## src/rtl/pack_ctrl.sv

```systemverilog
// rtl/pack_ctrl.sv - bottle-filling station counter/sequencer; optional PACK_CTRL_DEBOUNCE_EN
module pack_ctrl #(
    parameter int unsigned DEB_MS      = 20,
    parameter int unsigned SWAP_MS     = 2000,
    parameter int unsigned MAX_BOTTLES = 99
) (
    input  logic       clk_1khz,
    input  logic       rst_n,
    input  logic       btn_pulse,
    input  logic       btn_qd,
    input  logic       btn_clr,
    input  logic       hopper_pulse,
    input  logic       conveyor_stop,
    output logic [3:0] digit_1,
    output logic [3:0] digit_2,
    output logic [3:0] digit_3,
    output logic [3:0] digit_4,
    output logic [3:0] digit_5,
    output logic [3:0] digit_6,
    output logic [0:5] flicker_mask,
    output logic [1:0] beep_mode,
    output logic       hopper_en,
    output logic       conveyor_en
);

    localparam int unsigned    TW         = (SWAP_MS > 1) ? $clog2(SWAP_MS) : 1;
    localparam logic [TW-1:0]  TIMER_LOAD = TW'(SWAP_MS - 1);
    localparam logic [7:0]     MAX_BCD    = {4'(MAX_BOTTLES / 10), 4'(MAX_BOTTLES % 10)};

    // Mask bit order: leftmost literal bit is digit_1
    localparam logic [5:0] MASK_SET   = 6'b110000;
    localparam logic [5:0] MASK_RUN   = 6'b000000;
    localparam logic [5:0] MASK_PAUSE = 6'b001100;
    localparam logic [5:0] MASK_END   = 6'b000011;

    localparam logic [1:0] BEEP_OFF  = 2'b00;
    localparam logic [1:0] BEEP_CONT = 2'b01;
    localparam logic [1:0] BEEP_2HZ  = 2'b10;
    localparam logic [1:0] BEEP_4HZ  = 2'b11;

    typedef enum logic [2:0] {
        S_SET,
        S_RUN,
        S_PAUSE,
        S_SWAP,
        S_DONE
    } state_t;

    // Button index: 0 pulse, 1 start/pause, 2 clear
    logic [2:0]    w_btn_raw;
    logic [2:0]    r_btn_s1;
    logic [2:0]    r_btn_s2;
    logic [2:0]    w_btn_lvl;
    logic [2:0]    r_btn_prev;
    logic [2:0]    w_btn_evt;
    logic          r_hop_s1;
    logic          r_hop_s2;
    logic          r_hop_prev;
    logic          w_hop_rise;

    state_t        r_state;
    logic [7:0]    r_target;
    logic [7:0]    r_count;
    logic [7:0]    r_bottles;
    logic [TW-1:0] r_timer;
    logic [5:0]    r_mask;
    logic [1:0]    r_beep;
    logic          r_hop_en;
    logic          r_conv_en;

    logic [7:0]    w_count_inc;
    logic [7:0]    w_bottles_inc;
    logic [7:0]    w_target_inc;
    logic          w_fill_done;
    logic          w_pulse_evt;
    logic          w_qd_evt;
    logic          w_clr_evt;

    function automatic logic [7:0] bcd_inc(input logic [7:0] v);
        logic [7:0] r;
        if (v[3:0] == 4'd9) begin
            r[3:0] = 4'd0;
            r[7:4] = (v[7:4] == 4'd9) ? 4'd0 : v[7:4] + 4'd1;
        end else begin
            r[3:0] = v[3:0] + 4'd1;
            r[7:4] = v[7:4];
        end
        return r;
    endfunction

    assign w_btn_raw = {btn_clr, btn_qd, btn_pulse};

    // Two-flop synchronizers for buttons and hopper, plus edge-detect history
    always_ff @(posedge clk_1khz or negedge rst_n) begin
        if (!rst_n) begin
            r_btn_s1   <= '0;
            r_btn_s2   <= '0;
            r_btn_prev <= '0;
            r_hop_s1   <= 1'b0;
            r_hop_s2   <= 1'b0;
            r_hop_prev <= 1'b0;
        end else begin
            r_btn_s1   <= w_btn_raw;
            r_btn_s2   <= r_btn_s1;
            r_btn_prev <= w_btn_lvl;
            r_hop_s1   <= hopper_pulse;
            r_hop_s2   <= r_hop_s1;
            r_hop_prev <= r_hop_s2;
        end
    end

`ifdef PACK_CTRL_DEBOUNCE_EN
    localparam int unsigned   DW       = (DEB_MS > 1) ? $clog2(DEB_MS) : 1;
    localparam logic [DW-1:0] DEB_LAST = DW'(DEB_MS - 1);

    logic [DW-1:0] r_deb_cnt [3];
    logic [2:0]    r_deb_lvl;

    // Accept a new level once DEB_MS consecutive samples disagree with the held one
    always_ff @(posedge clk_1khz or negedge rst_n) begin
        if (!rst_n) begin
            r_deb_lvl <= '0;
            for (int i = 0; i < 3; i++) begin
                r_deb_cnt[i] <= '0;
            end
        end else begin
            for (int i = 0; i < 3; i++) begin
                if (r_btn_s2[i] == r_deb_lvl[i]) begin
                    r_deb_cnt[i] <= '0;
                end else if (r_deb_cnt[i] == DEB_LAST) begin
                    r_deb_lvl[i] <= r_btn_s2[i];
                    r_deb_cnt[i] <= '0;
                end else begin
                    r_deb_cnt[i] <= r_deb_cnt[i] + 1'b1;
                end
            end
        end
    end

    assign w_btn_lvl = r_deb_lvl;
`else
    // Debounce time has no meaning when presses come straight from the synchronizer
    if (DEB_MS == 0) begin : g_deb_ms_unused
    end

    assign w_btn_lvl = r_btn_s2;
`endif

    assign w_btn_evt     = w_btn_lvl & ~r_btn_prev;
    assign w_pulse_evt   = w_btn_evt[0];
    assign w_qd_evt      = w_btn_evt[1];
    assign w_clr_evt     = w_btn_evt[2];
    assign w_hop_rise    = r_hop_s2 & ~r_hop_prev;

    assign w_count_inc   = bcd_inc(r_count);
    assign w_bottles_inc = bcd_inc(r_bottles);
    assign w_target_inc  = (r_target == 8'h99) ? 8'h01 : bcd_inc(r_target);
    assign w_fill_done   = w_hop_rise && (w_count_inc == r_target);

    // Station sequencer; outputs are registered alongside every state change
    always_ff @(posedge clk_1khz or negedge rst_n) begin
        if (!rst_n) begin
            r_state   <= S_SET;
            r_target  <= 8'h10;
            r_count   <= 8'h00;
            r_bottles <= 8'h00;
            r_timer   <= '0;
            r_mask    <= MASK_SET;
            r_beep    <= BEEP_OFF;
            r_hop_en  <= 1'b0;
            r_conv_en <= 1'b0;
        end else if (w_clr_evt) begin
            r_state   <= S_SET;
            r_count   <= 8'h00;
            r_bottles <= 8'h00;
            r_timer   <= '0;
            r_mask    <= MASK_SET;
            r_beep    <= BEEP_OFF;
            r_hop_en  <= 1'b0;
            r_conv_en <= 1'b0;
        end else begin
            case (r_state)
                S_SET: begin
                    if (w_qd_evt) begin
                        r_state  <= S_RUN;
                        r_mask   <= MASK_RUN;
                        r_hop_en <= 1'b1;
                    end else if (w_pulse_evt) begin
                        r_target <= w_target_inc;
                    end
                end
                S_RUN: begin
                    if (w_fill_done) begin
                        r_count   <= 8'h00;
                        r_bottles <= w_bottles_inc;
                        r_hop_en  <= 1'b0;
                        r_mask    <= MASK_END;
                        if (w_bottles_inc == MAX_BCD) begin
                            r_state   <= S_DONE;
                            r_beep    <= BEEP_4HZ;
                            r_conv_en <= 1'b0;
                        end else begin
                            r_state   <= S_SWAP;
                            r_timer   <= TIMER_LOAD;
                            r_beep    <= conveyor_stop ? BEEP_CONT : BEEP_2HZ;
                            r_conv_en <= ~conveyor_stop;
                        end
                    end else begin
                        if (w_hop_rise) begin
                            r_count <= w_count_inc;
                        end
                        if (w_qd_evt) begin
                            r_state  <= S_PAUSE;
                            r_hop_en <= 1'b0;
                            r_mask   <= MASK_PAUSE;
                        end
                    end
                end
                S_PAUSE: begin
                    if (w_qd_evt) begin
                        r_state  <= S_RUN;
                        r_hop_en <= 1'b1;
                        r_mask   <= MASK_RUN;
                    end
                end
                S_SWAP: begin
                    if (conveyor_stop) begin
                        r_conv_en <= 1'b0;
                        r_beep    <= BEEP_CONT;
                    end else if (r_timer == '0) begin
                        r_state   <= S_RUN;
                        r_conv_en <= 1'b0;
                        r_beep    <= BEEP_OFF;
                        r_hop_en  <= 1'b1;
                        r_mask    <= MASK_RUN;
                    end else begin
                        r_timer   <= r_timer - 1'b1;
                        r_conv_en <= 1'b1;
                        r_beep    <= BEEP_2HZ;
                    end
                end
                S_DONE: begin
                end
                default: begin
                    r_state <= S_SET;
                end
            endcase
        end
    end

    assign digit_1      = r_target[7:4];
    assign digit_2      = r_target[3:0];
    assign digit_3      = r_count[7:4];
    assign digit_4      = r_count[3:0];
    assign digit_5      = r_bottles[7:4];
    assign digit_6      = r_bottles[3:0];
    assign flicker_mask = r_mask;
    assign beep_mode    = r_beep;
    assign hopper_en    = r_hop_en;
    assign conveyor_en  = r_conv_en;

endmodule

```

## config.mk

```make
export PLATFORM = sky130hd
export DESIGN_NAME = pack_ctrl
export DESIGN_NICKNAME = d
export VERILOG_FILES = /design/src/rtl/pack_ctrl.sv
export SDC_FILE = /design/constraint.sdc
export NUM_CORES = 1
export LEC_CHECK = 0
export BUFFER_PORTS_ARGS = -buffer_cell sky130_fd_sc_hd__buf_2
export CAP_MARGIN = 20
export CORE_ASPECT_RATIO = 0.5
export CORE_MARGIN = 10
export CORE_UTILIZATION = 30
export DETAILED_ROUTE_END_ITERATION = 12
export PLACE_DENSITY_LB_ADDON = 0.2
export RECOVER_POWER = 25
export SYNTH_ARGS = -nofsm -noshare
export SYNTH_HDL_FRONTEND = slang
export SYNTH_SLANG_ARGS = --single-unit
```

## constraint.sdc

```tcl
create_clock -name clk_1khz -period 3.71 [get_ports clk_1khz]
set_clock_uncertainty 0.15 [all_clocks]
set_input_delay 0.742 -clock clk_1khz [delete_from_list [all_inputs] [get_ports clk_1khz]]
set_output_delay 0.742 -clock clk_1khz [all_outputs]
set_load 0.01 [all_outputs]
```

# --- After elaboration in Yosys (flattened, before gate mapping) ---
# Cells that the tools add are included.
classes:
  n_addsub: 7
  eq_ne: 21
  muxes: 55
  n_bitwise: 7
  n_reduce_logical: 18
op_table:
  columns: ["cell", "count"]
  rows:
  - ["8-bit two-way mux", 11]
  - ["11-bit two-way mux", 5]
  - ["6-bit two-way mux", 6]
  - ["4-bit by 1-bit adder with 4-bit output (second input constant)", 6]
  - ["4-bit == test (second input constant)", 6]
  - ["11-bit one-hot mux with 2 select lines", 1]
  - ["3-bit two-way mux", 7]
  - ["5-bit AND reduction", 4]
  - ["6-bit one-hot mux with 3 select lines", 1]
  - ["8-bit == test (second input constant)", 2]
  - ["3-bit != test (second input constant)", 5]
  - ["2-bit two-way mux", 6]
  - ["4-bit two-way mux", 3]
  - ["3-bit one-hot mux with 4 select lines", 1]
  - ["11-bit logical NOT", 1]
  - ["1-bit two-way mux", 11]
  - ["11-bit by 1-bit subtractor with 11-bit output (second input constant)", 1]
  - ["8-bit == test", 1]
  - ["3-bit by 2-bit == test with 1-bit output (second input constant)", 2]
  - ["2-bit AND reduction", 3]
  - ["2-bit nonzero test", 3]
  - ["3-bit nonzero test", 2]
  - ["4-bit != test (second input constant)", 1]
  - ["1-bit NOT", 4]
  - ["15 further kinds", 15]
word_totals:
  register_bits: 60
  in_bits: 7
  output_inout_bits: 34
  elab_cells: 124

# --- Depth between registers and ports, before layout ---
logic_depth:
  depth_word: 8
  mapped_depth: 12
  depth_no_buf: 10

# --- Worst setup path after synthesis ---
# OpenSTA, ideal clock, no wires.
synth_path:
  kind: "reg-to-reg"
  start: "reg r_count[2]"
  end: "reg r_bottles[3]"
  arrival_time_ps: 2886
  slack_ps: 596
  stages_incl_launch_ff: 11
  path_buffers: 2
  period_less_slack_ps: 3114
  path_cell_list: "dfrtp_1 > buf_2 > and4bb_4 > a22oi_2 > and3_1 > or4_4 > a2111oi_4 > buf_6 > nand2_4 > or4b_1 > a21oi_1"
synth_between:
  elab_chain_len: 6
synth_rtl:
  columns: ["item", "line", "text"]
  rows:
  - ["from (decl)", "63", "logic [7:0] r_count;"]
  - ["from (signal assigned)", "210", "r_count <= w_count_inc;"]
  - ["4-bit by 1-bit adder with 4-bit output or 4-bit == test (tied branches)", "85, 81", null]
  - ["8-bit two-way mux (*)", "81", "if (v[3:0] == 4'd9) begin"]
  - ["8-bit == test (*)", "158", "assign w_fill_done = w_hop_rise && (w_count_inc == r_target);"]
  - ["1-bit logical AND (*)", "158", null]
  - ["2-bit nonzero test (no source line) (*)", null, null]
  - ["2-bit AND reduction (no source line) (*)", null, null]
  - ["to (signal assigned)", "195", "r_bottles <= w_bottles_inc;"]
  - ["to (decl)", "64", "logic [7:0] r_bottles;"]
# Mark *: on every way between the ends. The rest lies on a longest branch, timed or not.
# A chain may end at the register's enable or synchronous reset.

# --- Worst setup path after layout ---
layout_path:
  start: "reg r_count[4]"
  end: "reg r_bottles[3]"
layout_between:
  elab_chain_len: 7
layout_rtl:
  columns: ["item", "line", "text"]
  rows:
  - ["4-bit by 1-bit adder with 4-bit output or 4-bit == test (tied branches)", "83", "r[7:4] = (v[7:4] == 4'd9) ? 4'd0 : v[7:4] + 4'd1;"]
  - ["4-bit two-way mux", "83", null]
  - ["8-bit two-way mux (*)", "81", null]
  - ["8-bit == test (*)", "158", null]
  - ["1-bit logical AND (*)", "158", null]
  - ["2-bit nonzero test (no source line) (*)", null, null]
  - ["2-bit AND reduction (no source line) (*)", null, null]
# Marks and branches as above.

==> results.md <==
* Area Growth Syn to Fin at 19.6%
* Top-area cell type share of the netlist area at 42.1%
* Mean routed wirelength per cell at 14.7 um
* Utilization after layout at 37.5%
* Total number of clock tree sinks at 57
* Type of the worst setup path: flip-flop to flip-flop
* DR vias at 2771
* Violation count after the first detailed-route iteration at 177
* Ratio of cells with drive above 1 in the final layout at 18.2%
* Worst slack after detailed placement at 0.395 ns
* First-pass GRT wire length at 13.8 mm
* Post-layout nets at 416
* DRT antenna net count at 0
* Area of the die at 15700 um^2
* CP max FO at 12
* Seq cells post-synth at 57
* Vias per cell at 5.08
* Net count after synthesis at 377
* Number of instances in the placed design at 530
* Number of search-and-repair iterations in the first detailed-routing pass at 4
* Synth top area cells: sky130_fd_sc_hd__dfrtp_1, sky130_fd_sc_hd__nand2_1, sky130_fd_sc_hd__nor2_1, sky130_fd_sc_hd__a21oi_1, sky130_fd_sc_hd__ha_1
* Core outline area at 10400 um^2
* Final hold violation count at 0
* Crit path launch type: flip-flop
* Number of distinct library cells after synthesis at 63
* Overall die width at 168 um
* Vertical die dimension at 93.8 um
* Number of enable-type register cells in the synthesized netlist at 0
* Starting utilization of the core area at 31.4%
* Result of the run: finished, violations left
* H-tree levels at 3
* Final instance area at 3910 um^2
* Final wirelength at 8.05 mm
* Post-cts sizing count at 0
* Post-CTS Setup Repair Bufs at 0
* Max_slew headroom at -4.38%
* F_max at 0.300 GHz
* Total negative setup slack at 0 ns
* Clock root cell: sky130_fd_sc_hd__clkbuf_16
* Cell taking the most area after synthesis: sky130_fd_sc_hd__dfrtp_1
* Class of the most critical hold timing path: flip-flop to flip-flop
* Post-layout min period at 3.33 ns
* Most common library cells after synthesis: sky130_fd_sc_hd__dfrtp_1, sky130_fd_sc_hd__nand2_1, sky130_fd_sc_hd__nor2_1
* Arrival time at the worst endpoint at 3.44 ns
* Async set or reset register ratio after synthesis at 100%
* Clock input transition at the sequential cells of the worst setup and hold paths at 0.05 ns
* Mapped cell area at 3270 um^2
* Library cell with the highest instance count after synthesis: sky130_fd_sc_hd__dfrtp_1
* Via count of the first global-routing pass at 2673
* Worst voltage drop across the vdd grid at 0.200 mV
* Total leakage power at 1.78 nW
* Overall overflow remaining after global route at 0
* CTS buffer count at 9
* Yosys synthesis warning count at 0
* Period utilisation layout at 89.9%
* Non-filler cells, final at 546
* Max capacitance violation total at 1
* Critical path required time at 3.82 ns
* Syn Area/Cell at 9.02 um^2
* Initial antenna violation count at 0
* Slew @ Worst Pin at 1.57 ns
* Worst setup EP type: flip-flop
* Clock latency on the worst-skew pair at 0.33 ns
* Number of failing setup endpoints in the final timing report at 0
* I/O pin count at 41
* TritonCTS clock tree: yes
* DRC at 0
* Cells after synthesis at 362
* Post-DP HPWL at 5.84 mm
* Port-buffer cells at 40
* Largest net degree at the start of global routing at 34
* Clock buffer depth at 2
* Leading register cell type out of synthesis: sky130_fd_sc_hd__dfrtp_1
* Antenna Cells at 0
* RSZ-0062 raised after global routing: false
* Max-slew violation count at 29
* Share of the yosys chip area belonging to registers at 43.7%
* Hold buffers post-CTS at 0
* Global placement routability congestion at 0.780
* Cell Area, Placed at 3610 um^2
* Failing checks: capacitance limit, slew limit
* Cell area power density at 594 nW/um^2
* Worst-case setup margin in the final layout at 0.375 ns
* GRT Resource Usage Total at 10.7%
* Std-Cell Rows at 26
[sequential cells by signal, summed over array words and instances, names as in the netlist]
signal	count
r_bottles	8
r_btn_s1	3
r_state	3
hopper_en	1
r_target	8
flicker_mask	3
r_timer	11
r_hop_s1	1
r_count	8
beep_mode	2
r_hop_prev	1
r_btn_prev	3
r_hop_s2	1
r_btn_s2	3
conveyor_en	1
[metrics by stage]
stage          total power, W  hold WS [ns]
2_1_floorplan         0.00130         0.181
3_3_place_gp          0.00151         0.184
3_5_place_dp          0.00151         0.186
4_1_cts               0.00236         0.198
5_1_grt               0.00249         0.202
6_report              0.00232         0.195
[worst max-delay path, stage by stage, from the launching register on]
cell and delay, ns:
sky130_fd_sc_hd__dfrtp_1 0.48, sky130_fd_sc_hd__ha_1 0.27, sky130_fd_sc_hd__nand3b_1 0.18, sky130_fd_sc_hd__nand4b_1 0.18
sky130_fd_sc_hd__and3_1 0.21, sky130_fd_sc_hd__or4_4 0.43, sky130_fd_sc_hd__a2111oi_4 0.40, sky130_fd_sc_hd__buf_4 0.27
sky130_fd_sc_hd__nand2_4 0.08, sky130_fd_sc_hd__or4b_1 0.46, sky130_fd_sc_hd__a21oi_1 0.14
[final cells by class]
type                       instances  area [um^2]
fill                            1089         6500
multi-input combinational        266         1670
sequential                        57         1430
timing repair buffer              49          267
clock buffer                      13          260
tap                              140          175
inverter                          18         67.6
clock inverter                     3         40.0
[kinds of logic (layout without fill, tap and decap cells)]
logic type | Yosys count | count (layout) | share of synthesized area (%)
buffers and inverters | 39 | 83 | 5.25
and+or+nand+nor | 152 | 152 | 25.0
xor gates and xnor gates | 8 | 8 | 2.14
AOI/OAI and AO/OA | 89 | 89 | 18.0
DFF | 57 | 57 | 43.7
adders and majority gates | 8 | 8 | 3.06
muxes | 9 | 9 | 2.83
[cell usage in the layout (no fill, tap or decap), drive strengths merged, types with 3 or more instances in the layout]
master	Yosys	routed
buf	9	48
o21ai	23	23
xor2	3	3
a21oi	21	21
nand3	13	13
nand3b	3	3
nand2b	6	6
a31oi	9	9
or3	3	3
mux2i	7	7
ha	8	8
clkbuf	12	14
o22ai	5	5
nor2	32	32
dfrtp	55	55
nand2	39	39
xnor2	5	5
and3	5	5
a2bb2oi	3	3
nor3b	4	4
inv	18	18
nor2b	9	9
o211ai	3	3
nor4	5	5
nand4	4	4
a211oi	3	3
nor3	14	14
[layer usage]
layer / vias to the layer above / share of wire, % / global-route usage, %
met5: - / 0 / 0
met4: 0 / 0.93 / 3.96
met3: 6 / 5.6 / 4.30
met2: 54 / 44 / 16.2
met1: 1331 / 49 / 13.6
li1: 1380 / - / -
[path summary, 6_finish.rpt]
check / end / slack (ns) / cells past startpoint / startpoint
min in group asynchronous: r_bottles[5] / 0.64 / 1 / rst_n
hold / removal: r_btn_s2[2] / 0.20 / 0 / r_btn_s1[2]
max in group asynchronous: r_target[4] / 1.72 / 2 / rst_n
setup reg to reg: r_bottles[3] / 0.38 / 10 / r_count[4]
setup / recovery: r_bottles[3] / 0.38 / 10 / r_count[4]
hold reg to reg: r_btn_s2[2] / 0.20 / 0 / r_btn_s1[2]
[power by group]
group          switching, W  leakage [nW]  internal, W
clock              0.000275         0.150     0.000553
sequential         0.000151         0.725     0.000740
combinational      0.000353         0.902     0.000247
total              0.000780          1.78      0.00154
Note: power is estimated with default switching activity, not from simulation.
